$ cat src/rtl/id_ex_elastic_reg.sv
// ID/EX elastic pipeline register: a main entry plus a skid entry behind a
// valid/ready handshake, with flush, optional bubble zeroing and a stall counter.
module id_ex_elastic_reg #(
    parameter int CTRL_W      = 22,
    parameter int DATA_W      = 32,
    parameter int NUM_DATA    = 3,
    parameter int ZERO_BUBBLE = 1,
    parameter int CNT_W       = 16
) (
    input  logic                       clk,
    input  logic                       reset,
    input  logic                       in_valid,
    output logic                       in_ready,
    input  logic [CTRL_W-1:0]          in_ctrl,
    input  logic [NUM_DATA*DATA_W-1:0] in_data,
    input  logic                       flush,
    output logic                       out_valid,
    input  logic                       out_ready,
    output logic [CTRL_W-1:0]          out_ctrl,
    output logic [NUM_DATA*DATA_W-1:0] out_data,
    output logic [1:0]                 occupancy,
    input  logic                       clr_stats,
    output logic [CNT_W-1:0]           stall_count
);

    localparam int   PAY_W   = CTRL_W + NUM_DATA * DATA_W;
    localparam logic ZB      = (ZERO_BUBBLE != 0) ? 1'b1 : 1'b0;
    localparam logic [CNT_W-1:0] CNT_MAX = {CNT_W{1'b1}};

    typedef enum logic [1:0] {
        ST_EMPTY = 2'd0,
        ST_ONE   = 2'd1,
        ST_FULL  = 2'd2
    } state_t;

    function automatic logic [CNT_W-1:0] sat_inc(input logic [CNT_W-1:0] value);
        logic [CNT_W-1:0] result;
        if (value == CNT_MAX) begin
            result = value;
        end else begin
            result = value + {{(CNT_W-1){1'b0}}, 1'b1};
        end
        return result;
    endfunction

    state_t             state_r;
    state_t             state_n_s;
    logic               out_valid_r;
    logic               in_ready_r;
    logic [PAY_W-1:0]   main_pay_r;
    logic [PAY_W-1:0]   skid_pay_r;
    logic [CNT_W-1:0]   stall_cnt_r;
    logic [PAY_W-1:0]   in_pay_s;

    logic accept_s;
    logic fire_s;
    logic load_main_in_s;
    logic load_main_skid_s;
    logic load_skid_s;
    logic clr_main_s;
    logic clr_skid_s;

    assign in_pay_s = {in_ctrl, in_data};

    // Next-state and datapath steering; flush overrides every transition.
    always_comb begin
        state_n_s        = state_r;
        load_main_in_s   = 1'b0;
        load_main_skid_s = 1'b0;
        load_skid_s      = 1'b0;
        clr_main_s       = 1'b0;
        clr_skid_s       = 1'b0;
        accept_s         = in_valid & in_ready_r;
        fire_s           = out_valid_r & out_ready;
        if (flush) begin
            state_n_s  = ST_EMPTY;
            clr_main_s = ZB;
            clr_skid_s = ZB;
        end else begin
            case (state_r)
                ST_EMPTY: begin
                    if (accept_s) begin
                        load_main_in_s = 1'b1;
                        state_n_s      = ST_ONE;
                    end else begin
                        state_n_s = ST_EMPTY;
                    end
                end
                ST_ONE: begin
                    if (fire_s && accept_s) begin
                        load_main_in_s = 1'b1;
                        state_n_s      = ST_ONE;
                    end else if (fire_s) begin
                        clr_main_s = ZB;
                        state_n_s  = ST_EMPTY;
                    end else if (accept_s) begin
                        load_skid_s = 1'b1;
                        state_n_s   = ST_FULL;
                    end else begin
                        state_n_s = ST_ONE;
                    end
                end
                ST_FULL: begin
                    if (fire_s) begin
                        load_main_skid_s = 1'b1;
                        clr_skid_s       = ZB;
                        state_n_s        = ST_ONE;
                    end else begin
                        state_n_s = ST_FULL;
                    end
                end
                default: begin
                    state_n_s  = ST_EMPTY;
                    clr_main_s = 1'b1;
                    clr_skid_s = 1'b1;
                end
            endcase
        end
    end

    // State plus the handshake flags, registered from the next state so in_ready
    // never sees out_ready or flush combinationally.
    always_ff @(posedge clk or negedge reset) begin
        if (!reset) begin
            state_r     <= ST_EMPTY;
            out_valid_r <= 1'b0;
            in_ready_r  <= 1'b1;
        end else begin
            state_r     <= state_n_s;
            out_valid_r <= (state_n_s != ST_EMPTY);
            in_ready_r  <= (state_n_s != ST_FULL);
        end
    end

    // Main entry payload: fresh input, promoted skid word, or bubble zero.
    always_ff @(posedge clk or negedge reset) begin
        if (!reset) begin
            main_pay_r <= '0;
        end else if (load_main_in_s) begin
            main_pay_r <= in_pay_s;
        end else if (load_main_skid_s) begin
            main_pay_r <= skid_pay_r;
        end else if (clr_main_s) begin
            main_pay_r <= '0;
        end else begin
            main_pay_r <= main_pay_r;
        end
    end

    // Skid entry payload, captured only when main is stalled.
    always_ff @(posedge clk or negedge reset) begin
        if (!reset) begin
            skid_pay_r <= '0;
        end else if (load_skid_s) begin
            skid_pay_r <= in_pay_s;
        end else if (clr_skid_s) begin
            skid_pay_r <= '0;
        end else begin
            skid_pay_r <= skid_pay_r;
        end
    end

    // Saturating stall counter; clear wins over increment, flush is ignored.
    always_ff @(posedge clk or negedge reset) begin
        if (!reset) begin
            stall_cnt_r <= '0;
        end else if (clr_stats) begin
            stall_cnt_r <= '0;
        end else if (out_valid_r && !out_ready) begin
            stall_cnt_r <= sat_inc(stall_cnt_r);
        end else begin
            stall_cnt_r <= stall_cnt_r;
        end
    end

    assign in_ready    = in_ready_r;
    assign out_valid   = out_valid_r;
    assign out_ctrl    = main_pay_r[PAY_W-1 -: CTRL_W];
    assign out_data    = main_pay_r[NUM_DATA*DATA_W-1:0];
    assign occupancy   = state_r;
    assign stall_count = stall_cnt_r;

endmodule

$ cat config.mk
export PLATFORM = sky130hd
export DESIGN_NAME = id_ex_elastic_reg
export DESIGN_NICKNAME = d
export VERILOG_FILES = /design/src/rtl/id_ex_elastic_reg.sv
export SDC_FILE = /design/constraint.sdc
export NUM_CORES = 1
export LEC_CHECK = 0
export ABC_CLOCK_PERIOD_IN_PS = 2450
export CAP_MARGIN = 20
export CELL_PAD_IN_SITES_DETAIL_PLACEMENT = 2
export CELL_PAD_IN_SITES_GLOBAL_PLACEMENT = 2
export CORE_ASPECT_RATIO = 1.25
export CORE_MARGIN = 2
export CORE_UTILIZATION = 31
export CTS_CLUSTER_SIZE = 30
export DETAILED_ROUTE_END_ITERATION = 6
export PLACE_DENSITY_LB_ADDON = 0.05
export SETUP_SLACK_MARGIN = 0.05
export SLEW_MARGIN = 20
export SYNTH_ARGS = -nofsm -noshare
export SYNTH_HDL_FRONTEND = slang
export SYNTH_SLANG_ARGS = --single-unit
$ cat constraint.sdc
create_clock -name clk -period 2.45 [get_ports clk]
set_input_delay 0.49 -clock clk [delete_from_list [all_inputs] [get_ports clk]]
set_output_delay 0.49 -clock clk [all_outputs]
set_load 0.005 [all_outputs]
; Word-level counts from Yosys, hierarchy flattened
; Cells that the tools add are included.
[classes]
muxes = 31
eq_ne = 5
n_bitwise = 2
n_addsub = 1
reduce_logical = 11
[op_table]
columns = op, n
row1 = 2-to-1 mux 118 bit, 5
row2 = 2-to-1 mux 16 bit, 3
row3 = "adder 16 x 1 -> 16 bit, second input constant", 1
row4 = "equality test 16 bit, second input constant", 1
row5 = 2-to-1 mux 1 bit, 14
row6 = 2-to-1 mux 2 bit, 5
row7 = case mux 1 bit (2 select lines), 3
row8 = case mux 2 bit (3 select lines), 1
row9 = nonzero test 2 bit, 3
row10 = "!= test 2 bit, second input constant", 2
row11 = OR reduction 2 bit, 2
row12 = nonzero test 3 bit, 1
row13 = AND 1 bit, 2
row14 = "equality test 2 x 1 -> 1 bit, second input constant", 1
row15 = "equality test 2 bit, second input constant", 1
row16 = logical AND 1 bit, 2
row17 = zero test 2 bit, 1
row18 = AND reduction 2 bit, 1
row19 = zero test 1 bit, 1
[word_totals]
input_bits = 124
word_cells = 56
output_inout_bits = 138
reg_bits = 256

; Depth between registers and ports, before layout
; Gate-level depths: netlist of the first run.
[depth]
ltp_word = 8
ltp_mapped = 9
depth_no_buf = 7

; Worst setup path after synthesis of the first run
; OpenSTA, ideal clock, no wires.
[synth_timing]
path_type = input to register
start = input port out_ready
end = register main_pay_r[46]
cell_stages = 9
t_required_ps = 2308
setup_ps = 142
path_slack_ps = 423
path_buffers = 2
arrival_ps = 1886
cell_sequence = nand2_1 -> inv_1 -> ha_1 -> a21oi_1 -> o21ai_0 -> a21oi_2 -> buf_2 -> buf_2 -> a221oi_1
[synth_via]
elab_chain_len = 6
word_cells_on_any_way = 14
cone_classes = mux: 11 / bitwise: 1 / reduce/logical: 2
[synth_rtl]
columns = item, line
row1 = from (decl), 18  ; input logic out_ready,
row2 = AND 1 bit (*), 74  ; fire_s = out_valid_r & out_ready;
row3 = 2-to-1 mux 1 bit / logical AND 1 bit (equally long branches), "93, 104, 90"
row4 = "2-to-1 mux 1 bit, on equally long branches", "90, 80"
row5 = case mux 1 bit (2 select lines) / 2-to-1 mux 1 bit (equally long branches), "80, 75"
row6 = 2-to-1 mux 1 bit / 2-to-1 mux 118 bit (equally long branches), "75, 141"
row7 = nonzero test 3 bit (no source line) / 2-to-1 mux 118 bit (equally long branches), --
row8 = to (signal assigned), 140  ; main_pay_r <= in_pay_s;
row9 = to (signal assigned), 142  ; main_pay_r <= skid_pay_r;
row10 = to (signal assigned), 146  ; main_pay_r <= main_pay_r;
row11 = to (decl), 50  ; logic [PAY_W-1:0] main_pay_r;
; Mark *: on every way between the ends. The rest lies on a longest branch, timed or not.
; A chain may end at the register's enable or synchronous reset.

; Worst setup path in the final report of the first run
[layout_timing]
start = register state_r[0], in the netlist occupancy[0]
end = output port occupancy[0]
[layout_rtl]
columns = item, line
row1 = from (decl), 46  ; state_t state_r;
row2 = from (signal assigned), 129  ; state_r <= state_n_s;
row3 = to (decl), 21  ; output logic [1:0] occupancy,
; No word-level cell between the ends.

==> results.toml, run 1 <==
[status]
outcome = "complete, no violations"

[finish]
n_fill_cell = 3543
fin_nets = 1426
final_area_um2 = 15400
final_core_utilization = 0.445
drive_gt1_frac = 0.0802
syn2layout_area_growth_pct = 41.5

[cts]
post_cts_setup_buffer_count = 0
cts_tree = "yes"
cts_made_buffers = 29
clk_transition_reported_paths_ns = 0.06
ctsRootBufferMaster = "sky130_fd_sc_hd__clkbuf_16"
post_cts.resized_instances = 0
numClockSinks = 256
cts_max_path_buffers = 3
insertion_delay_ns = 0.56
h-tree-depth = 1

[drt]
via_count_of_the_routed_design = 9263
routed_wl_um = 37400
initialDrtViolationCount = 576
detailedRoute.firstPassIterationCount = 4
detail-route-antenna-nets = 0
avgViaCountPerCell = 5.17
route.detailed.wl_per_inst_um = 20.9
remaining_drc_errors = 0

[yosys]
synthesis.nets = 1168
synth_ff_type = "sky130_fd_sc_hd__dfrtp_1"
synth_edf_count = 0
post-synth-top-area-cell = "sky130_fd_sc_hd__dfrtp_1"
synth-async-reset-ratio = 1.00
synth.top_cell.area_share = 0.588
synth.lib_cells_used.distinct = 43
syn_area_um2 = 10900
synth.yosys.seq_area_share = 0.590
ys.warnings.count = 0
synth.area.top_cells = "sky130_fd_sc_hd__dfrtp_1, sky130_fd_sc_hd__a221oi_1, sky130_fd_sc_hd__a22o_1"
ys_seq_elements = 256
synthTopCellsByCount = "sky130_fd_sc_hd__dfrtp_1, sky130_fd_sc_hd__nand2_1, sky130_fd_sc_hd__inv_1, sky130_fd_sc_hd__nor2_1"
postSynthAreaPerCell_um2 = 10.4
netlist_instances = 1042
most_numerous_cell_in_the_yosys_netlist = "sky130_fd_sc_hd__dfrtp_1"

[sta]
timing.final.setup_violations = 0
upper_clock_frequency_limit_ghz = 0.461
layout_worst_path_cycle_share = 0.886
final_max_slew_viol_count = 0
post-route-min-period_ns = 2.17
final.setup_skew_ns = 0.0163
worst_pin_slew_ns = 0.577
timing.max_slew.rel_slack = 0.612
timing_hold_violations_final = 0
rsz0062_at_grt = "false"

[setup_path]
slowest_delay_ns = 0.62
crit-reg2reg-launch = "in_ready$_DFF_PN1_"
critPathSlowestCell = "sky130_fd_sc_hd__clkdlybuf4s50_1"
timing.critical_path.fanout_max = 9
instance_count_on_the_critical_path = 1
crit_arrival_ns = 1.68
critical_path.top_delay_family = "buffers and inverters"
cp_cell_sequence = "clkdlybuf4s50_1"
regToRegSetupSlack_ns = 0.41
cp.buffers_inverters = 1
worst-setup-path-type = "reg2out"
timing.reg2reg.worst_path_depth = 7
worst-endpoint-required_ns = 1.96
crit_path_start_kind = "register"
rr_endpoint = "main_pay_r[91]$_DFFE_PN0P_"
cp-end-kind = "output port"

[die]
core-area_um2 = 34500
rows = 76
floorplan.io_pins = 262
die_area_um2 = 36600
starting_density_of_the_core = 0.315
dieWidth_um = 171
chipHeight_um = 213

[global_routing]
grt_max_degree = 70
vias_in_the_first_global_route = 10200
antenna_found_initial = 3
globalRoute.totalOverflow = 0
groute.usage.overall = 0.208
wire_length_of_the_first_global_routing_pass_um = 59500

[power_and_ir_drop]
power.share.sequential = 0.428
leakage_nw = 6.77
total_power_consumption_of_the_routed_design_w = 0.0119
p_comb_frac = 0.207
ir_worst_vdd_uv = 359
intPower_w = 0.00870
p_per_area_nw_per_um2 = 773
clock_power_share = 0.365
netsw_w = 0.00318
switching_share = 0.268

[placement]
final_replace_weighted_congestion = 0.767
io_buffers = 261
placed_wire_length_estimate_after_detailed_placement_um = 24400
placement.cell_area_um2 = 14400

[flow_run]
max_cap_violations = 0

[worst_hold_path]
hp-class = "in2async"
## through the flow
step / setup WS [ns] / hold WS, ns / setup TNS (ns) / std cells
floorplan: 0.423 / 0.194 / 0 / 1042
global placement: -0.0335 / 0.359 / -1.11 / 1736
detailed placement: -0.134 / 0.360 / -3.96 / 1736
CTS: 0.242 / 0.355 / 0 / 1790
global route: 0.206 / 0.392 / 0 / 1791
finish: 0.280 / 0.392 / 0 / 1791
## placed cells by master (no fill, tap or decap), types with 11 or more instances in the layout
cell type / instances
sky130_fd_sc_hd__clkdlybuf4s50_1: 260
sky130_fd_sc_hd__dfrtp_1: 255
sky130_fd_sc_hd__nand2_1: 133
sky130_fd_sc_hd__inv_1: 125
sky130_fd_sc_hd__nor2_1: 125
sky130_fd_sc_hd__a221oi_1: 118
sky130_fd_sc_hd__a22o_1: 118
sky130_fd_sc_hd__clkbuf_16: 29
sky130_fd_sc_hd__buf_12: 24
sky130_fd_sc_hd__buf_4: 22
sky130_fd_sc_hd__a21oi_1: 12
sky130_fd_sc_hd__clkbuf_1: 11
## cell type report
cell class	instances	area [um^2]	area share
Antenna cell	1	2.50	0.000163
Sequential cell	256	6410	0.417
Tap cell	468	586	0.0381
Clock inverter	6	83.8	0.00546
Clock buffer	47	863	0.0562
Inverter	125	469	0.0305
Multi-Input combinational cell	580	3680	0.240
Timing Repair Buffer	308	3270	0.213
## worst max path at each step
stage | start | endpoint | slack (ns)
final | occupancy[0]$_DFF_PN0_ | occupancy[0] | 0.28
after CTS | occupancy[0]$_DFF_PN0_ | occupancy[0] | 0.24
after global routing | occupancy[0]$_DFF_PN0_ | occupancy[0] | 0.21
after detailed placement | out_ready | main_pay_r[34]$_DFFE_PN0P_ | -0.13
after global placement | out_ready | main_pay_r[77]$_DFFE_PN0P_ | -0.03
after floorplan | out_ready | main_pay_r[46]$_DFFE_PN0P_ | 0.42
## routing by layer
layer  global-route usage  wire [um]
met5                    0         23
met4               0.0465        605
met1                0.284      16700
met2                0.347      18300
met3               0.0328       1710
## power groups by stage
stage / sequential, W / clock [W] / combinational [W]
after CTS: 0.00509 / 0.00451 / 0.00251
after detailed placement: 0.00516 / 0 / 0.00250
after floorplan: 0.00508 / 0 / 0.000848
after global routing: 0.00514 / 0.00466 / 0.00271
final: 0.00508 / 0.00434 / 0.00246
after global placement: 0.00515 / 0 / 0.00244
## kinds of logic after synthesis
kind of cell               count (synthesis)  share of synthesized area
and+or+nand+nor                          303                      0.118
muxes                                      4                    0.00403
adders and majority gates                  2                    0.00230
DFF                                      256                      0.590
AOI/OAI and AO/OA                        271                      0.211
buffers and inverters                    206                     0.0742
## registers in the layout, indices dropped and copies added, names as in the netlist
name         cells
main_pay_r     118
skid_pay_r     118
stall_count     16
occupancy        2
in_ready         1
out_valid        1
## timing repair
action / CTS / global route
hold endpoints to repair: 22 / 0
endpoints found under the setup margin: 0 / 0
hold buffers: 1 / 0
(Power assumes the default switching activity.)
==> run 2: changes to the inputs <==
--- a/config.mk
+++ b/config.mk
@@ -10,7 +10,6 @@
 export CELL_PAD_IN_SITES_DETAIL_PLACEMENT = 2
 export CELL_PAD_IN_SITES_GLOBAL_PLACEMENT = 2
 export CORE_ASPECT_RATIO = 1.25
-export CORE_MARGIN = 2
 export CORE_UTILIZATION = 31
 export CTS_CLUSTER_SIZE = 30
 export DETAILED_ROUTE_END_ITERATION = 6
@@ -20,3 +19,4 @@
 export SYNTH_ARGS = -nofsm -noshare
 export SYNTH_HDL_FRONTEND = slang
 export SYNTH_SLANG_ARGS = --single-unit
+export TNS_END_PERCENT = 5
==> results.toml, run 2 (same netlist as run 1, synthesis figures left out) <==
[sta]
worst_pin_slew_ns = 0.564
post-route-min-period_ns = 2.17
rsz0062_at_grt = "false"
timing_hold_violations_final = 0
upper_clock_frequency_limit_ghz = 0.461
timing.final.setup_violations = 0
hold_ws_ns = 0.446
final_max_slew_viol_count = 0
timing.max_slew.rel_slack = 0.621
layout_worst_path_cycle_share = 0.885
final.setup_skew_ns = 0.0110
setup_ws_ns = 0.283

[finish]
syn2layout_area_growth_pct = 42.1
fin_nets = 1427
fin_cells = 1790
final_area_um2 = 15400
n_fill_cell = 3543
mostFrequentLayoutCells = "sky130_fd_sc_hd__clkdlybuf4s50_1, sky130_fd_sc_hd__dfrtp_1, sky130_fd_sc_hd__nand2_1"
multi_input_area_um2 = 3680
seq_area_um2 = 6410
mostFrequentLayoutCell = "sky130_fd_sc_hd__clkdlybuf4s50_1"
drive_gt1_frac = 0.0787

[setup_path]
worst-endpoint-required_ns = 1.96
cp.buffers_inverters = 1
cp-end-kind = "output port"
crit_arrival_ns = 1.68
slowest_delay_ns = 0.61
crit-reg2reg-launch = "stall_count[4]$_DFFE_PN0P_"
timing.reg2reg.worst_path_depth = 4
cp_cell_sequence = "clkdlybuf4s50_1"
timing.critical_path.fanout_max = 9
rr_endpoint = "stall_count[15]$_DFFE_PN0P_"
critPathSlowestCell = "sky130_fd_sc_hd__clkdlybuf4s50_1"
regToRegSetupSlack_ns = 0.36
critical_path.top_delay_family = "buffers and inverters"
crit_path_start_kind = "register"
worst-setup-path-type = "reg2out"

[die]
core-area_um2 = 34500
dieWidth_um = 169
rows = 76
chipHeight_um = 211
die_area_um2 = 35800
floorplan.io_pins = 262
starting_density_of_the_core = 0.315

[global_routing]
wire_length_of_the_first_global_routing_pass_um = 59800
vias_in_the_first_global_route = 10400
grt_max_degree = 63
groute.usage.overall = 0.214
antenna_found_initial = 6
globalRoute.totalOverflow = 0

[placement]
placement.setup.worst_slack_ns = -0.108
dp_cells = 1736
final_replace_weighted_congestion = 0.767
placed_wire_length_estimate_after_detailed_placement_um = 24900
io_buffers = 261
placement.cell_area_um2 = 14500

[cts]
h-tree-depth = 1
cts_tree = "yes"
insertion_delay_ns = 0.56
cts_max_path_buffers = 3
numClockSinks = 256
ctsRootBufferMaster = "sky130_fd_sc_hd__clkbuf_16"
clk_transition_reported_paths_ns = 0.06
cts_made_buffers = 30

[power_and_ir_drop]
switching_share = 0.273
p_per_area_nw_per_um2 = 769
netsw_w = 0.00324
power.share.sequential = 0.425
ir_worst_vdd_uv = 438
intPower_w = 0.00863
p_comb_frac = 0.214
clock_power_share = 0.360
leakage_nw = 6.79

[status]
outcome = "complete, no violations"

[drt]
initialDrtViolationCount = 451
via_count_of_the_routed_design = 9281
detail-route-antenna-nets = 0
routed_wl_um = 37800
detailedRoute.firstPassIterationCount = 7
route.detailed.wl_per_inst_um = 21.1
remaining_drc_errors = 0
avgViaCountPerCell = 5.18

[flow_run]
max_cap_violations = 0

[worst_hold_path]
hp-class = "in2async"
[run 2: cell types whose count changed in the layout (fill, tap and decap cells not counted), sizes merged]
| cell | delta |
|---|---|
| clkinv | -2 |
| clkbuf | +2 |
| clkinvlp | +1 |
| bufinv | -2 |
[run 2: layout make-up]
cell class                      instances  area share
Inverter                              125      0.0304
Clock buffer                           49      0.0585
Tap cell                              468      0.0379
Multi-Input combinational cell        580       0.239
Sequential cell                       256       0.415
Clock inverter                          3     0.00154
Timing Repair Buffer                  308       0.218
Antenna cell                            1    0.000162
[run 2: routing by layer]
| metal | wire [um] | up-vias | part of all wire | global-route usage |
|---|---|---|---|---|
| li1 | - | 4190 | - | - |
| met2 | 18700 | 218 | 0.49 | 0.367 |
| met4 | 713 | 10 | 0.019 | 0.0519 |
| met1 | 16200 | 4813 | 0.43 | 0.273 |
| met5 | 71 | - | 0.0019 | 0 |
| met3 | 2110 | 50 | 0.056 | 0.0446 |
[run 2: how the worst max path moves through the flow]
| stage | start | to | slack, ns | cells after the start |
|---|---|---|---|---|
| 2_1_floorplan | out_ready | main_pay_r[46]$_DFFE_PN0P_ | 0.42 | 9 |
| 6_report | occupancy[1]$_DFF_PN0_ | occupancy[1] | 0.28 | 1 |
| 5_1_grt | occupancy[0]$_DFF_PN0_ | occupancy[0] | 0.20 | 1 |
| 3_3_place_gp | out_ready | main_pay_r[77]$_DFFE_PN0P_ | -0.06 | 9 |
| 4_1_cts | occupancy[1]$_DFF_PN0_ | occupancy[1] | 0.26 | 1 |
| 3_5_place_dp | out_ready | main_pay_r[82]$_DFFE_PN0P_ | -0.11 | 9 |
[run 2: stage by stage]
stage / TNS, ns / total power [W] / util
final: 0 / 0.0119 / 0.447
after global routing: 0 / 0.0124 / 0.447
after detailed placement: -6.34 / 0.00770 / 0.420
after CTS: 0 / 0.0121 / 0.447
after global placement: -1.78 / 0.00764 / 0.420
after floorplan: 0 / 0.00592 / -
[run 2: repair_timing]
item,4_1_cts,5_1_grt
endpoints found under the hold margin,37,0
setup buffers,0,0
resized for setup,0,0
hold buffers,1,0
[run 2: power groups by stage]
| stage | clock network, W | registers (W) | logic [W] |
|---|---|---|---|
| 2_1_floorplan | 0 | 0.00508 | 0.000848 |
| 3_3_place_gp | 0 | 0.00510 | 0.00253 |
| 3_5_place_dp | 0 | 0.00512 | 0.00258 |
| 4_1_cts | 0.00441 | 0.00506 | 0.00260 |
| 5_1_grt | 0.00454 | 0.00511 | 0.00276 |
| 6_report | 0.00428 | 0.00505 | 0.00254 |
==> run 3: changes to the inputs <==
--- a/config.mk
+++ b/config.mk
@@ -13,7 +13,7 @@
 export CORE_UTILIZATION = 31
 export CTS_CLUSTER_SIZE = 30
 export DETAILED_ROUTE_END_ITERATION = 6
-export PLACE_DENSITY_LB_ADDON = 0.05
+export PLACE_DENSITY_LB_ADDON = 0.1
 export SETUP_SLACK_MARGIN = 0.05
 export SLEW_MARGIN = 20
 export SYNTH_ARGS = -nofsm -noshare
==> results.toml, run 3 (same netlist as run 1, synthesis figures left out) <==
[power_and_ir_drop]
p_per_area_nw_per_um2 = 773
total_power_consumption_of_the_routed_design_w = 0.0120
ir_worst_vdd_uv = 367
leakage_nw = 6.86

[setup_path]
critPathSlowestCell = "sky130_fd_sc_hd__dfstp_2"
timing.critical_path.fanout_max = 4
worst_setup_path_startpoint = "in_ready$_DFF_PN1_"
crit_path_start_kind = "register"
crit_arrival_ns = 1.66
cp-end-kind = "output port"
worst-setup-path-type = "reg2out"
cp_cell_sequence = "clkdlybuf4s50_1"
slowest_delay_ns = 0.56
critical_path.top_delay_family = "flip-flops"
cp.buffers_inverters = 1
crit-reg2reg-launch = "in_ready$_DFF_PN1_"
worst-endpoint-required_ns = 1.96

[global_routing]
antenna_found_initial = 5
grt_max_degree = 53
groute.usage.overall = 0.219
vias_in_the_first_global_route = 10400
globalRoute.totalOverflow = 0
wire_length_of_the_first_global_routing_pass_um = 60800

[cts]
h-tree-depth = 1
clk_transition_reported_paths_ns = 0.06
ctsRootBufferMaster = "sky130_fd_sc_hd__clkbuf_16"
insertion_delay_ns = 0.54
cts_made_buffers = 29
cts_max_path_buffers = 3
cts_tree = "yes"
post_cts.resized_instances = 0
numClockSinks = 256

[die]
floorplan.io_pins = 262
rows = 76
dieWidth_um = 169
chipHeight_um = 211
starting_density_of_the_core = 0.315
core-area_um2 = 34500
die_area_um2 = 35800

[finish]
drive_gt1_frac = 0.0893
final_core_utilization = 0.451
syn2layout_area_growth_pct = 43.2
mostFrequentLayoutCell = "sky130_fd_sc_hd__clkdlybuf4s50_1"
n_fill_cell = 3573
mostFrequentLayoutCells = "sky130_fd_sc_hd__clkdlybuf4s50_1, sky130_fd_sc_hd__dfrtp_1, sky130_fd_sc_hd__nand2_1"
fin_nets = 1436

[sta]
upper_clock_frequency_limit_ghz = 0.466
timing.max_slew.rel_slack = 0.610
final_max_slew_viol_count = 0
post-route-min-period_ns = 2.15
timing.final.setup_violations = 0
final.setup.tns_ns = 0
final.setup_skew_ns = 0.00747
layout_worst_path_cycle_share = 0.876
rsz0062_at_grt = "false"
worst_pin_slew_ns = 0.580
timing_hold_violations_final = 0

[drt]
detailedRoute.firstPassIterationCount = 4
remaining_drc_errors = 0
routed_wl_um = 38400
via_count_of_the_routed_design = 9318
avgViaCountPerCell = 5.17
route.detailed.wl_per_inst_um = 21.3
detail-route-antenna-nets = 0
initialDrtViolationCount = 361

[worst_hold_path]
hp-class = "in2async"

[placement]
final_replace_weighted_congestion = 0.762
io_buffers = 261
placed_wire_length_estimate_after_detailed_placement_um = 25800

[flow_run]
max_cap_violations = 0

[status]
outcome = "complete, no violations"
-- run 3: cell count changes in the layout (fill, tap and decap cells not counted) --
cell	before	now
sky130_fd_sc_hd__buf_4	15	24
sky130_fd_sc_hd__clkinv_2	1	7
sky130_fd_sc_hd__clkbuf_1	12	8
sky130_fd_sc_hd__bufinv_16	0	3
sky130_fd_sc_hd__clkbuf_16	31	29
sky130_fd_sc_hd__buf_12	31	32
sky130_fd_sc_hd__clkbuf_8	6	5
sky130_fd_sc_hd__diode_2	1	2
sky130_fd_sc_hd__inv_8	1	0
-- run 3: final timing paths --
| path | endpoint | slack [ns] | depth (start not counted) |
|---|---|---|---|
| setup / recovery | in_ready | 0.30 | 1 |
| hold / removal | main_pay_r[99]$_DFFE_PN0P_ | 0.47 | 2 |
| setup reg to reg | main_pay_r[37]$_DFFE_PN0P_ | 0.41 | 7 |
| hold reg to reg | skid_pay_r[39]$_DFFE_PN0P_ | 0.50 | 1 |
| max in group asynchronous | skid_pay_r[85]$_DFFE_PN0P_ | 1.23 | 3 |
| min in group clk | skid_pay_r[39]$_DFFE_PN0P_ | 0.50 | 1 |
-- run 3: routing by layer --
layer,part of all wire,up-vias,GRT usage
li1,-,4216,-
met1,0.42,4856,0.274
met2,0.50,197,0.374
met3,0.059,43,0.0545
met4,0.017,6,0.0550
met5,0.00089,-,0
-- run 3: repair_timing --
action / in CTS / in global routing
setup endpoints to repair: 0 / 0
hold buffers: 1 / 0
endpoints found under the hold margin: 41 / 0
setup buffers: 0 / 0
-- run 3: where the power goes --
group / internal [W] / total, W / switching, W
clock network: 0.00264 / 0.00441 / 0.00177
logic: 0.00142 / 0.00256 / 0.00114
registers: 0.00472 / 0.00505 / 0.000329
total: 0.00879 / 0.0120 / 0.00324
-- run 3: cell type report --
class / count / area [um^2] / area share
sequential: 256 / 6410 / 0.412
tap: 468 / 586 / 0.0376
clock buffer: 42 / 825 / 0.0530
timing repair buffer: 318 / 3450 / 0.222
multi-input combinational: 580 / 3680 / 0.237
inverter: 125 / 469 / 0.0302
clock inverter: 11 / 133 / 0.00853
antenna: 2 / 5.00 / 0.000322
-- run 3: through the flow --
step	setup WS, ns	std cells	hold slack, ns	area [um^2]
after floorplan	0.423	1042	0.194	10900
after global placement	-0.0476	1746	0.451	14600
after detailed placement	-0.0952	1746	0.451	14600
after CTS	0.283	1800	0.466	15500
after global routing	0.238	1801	0.490	15600
final	0.303	1802	0.471	15600
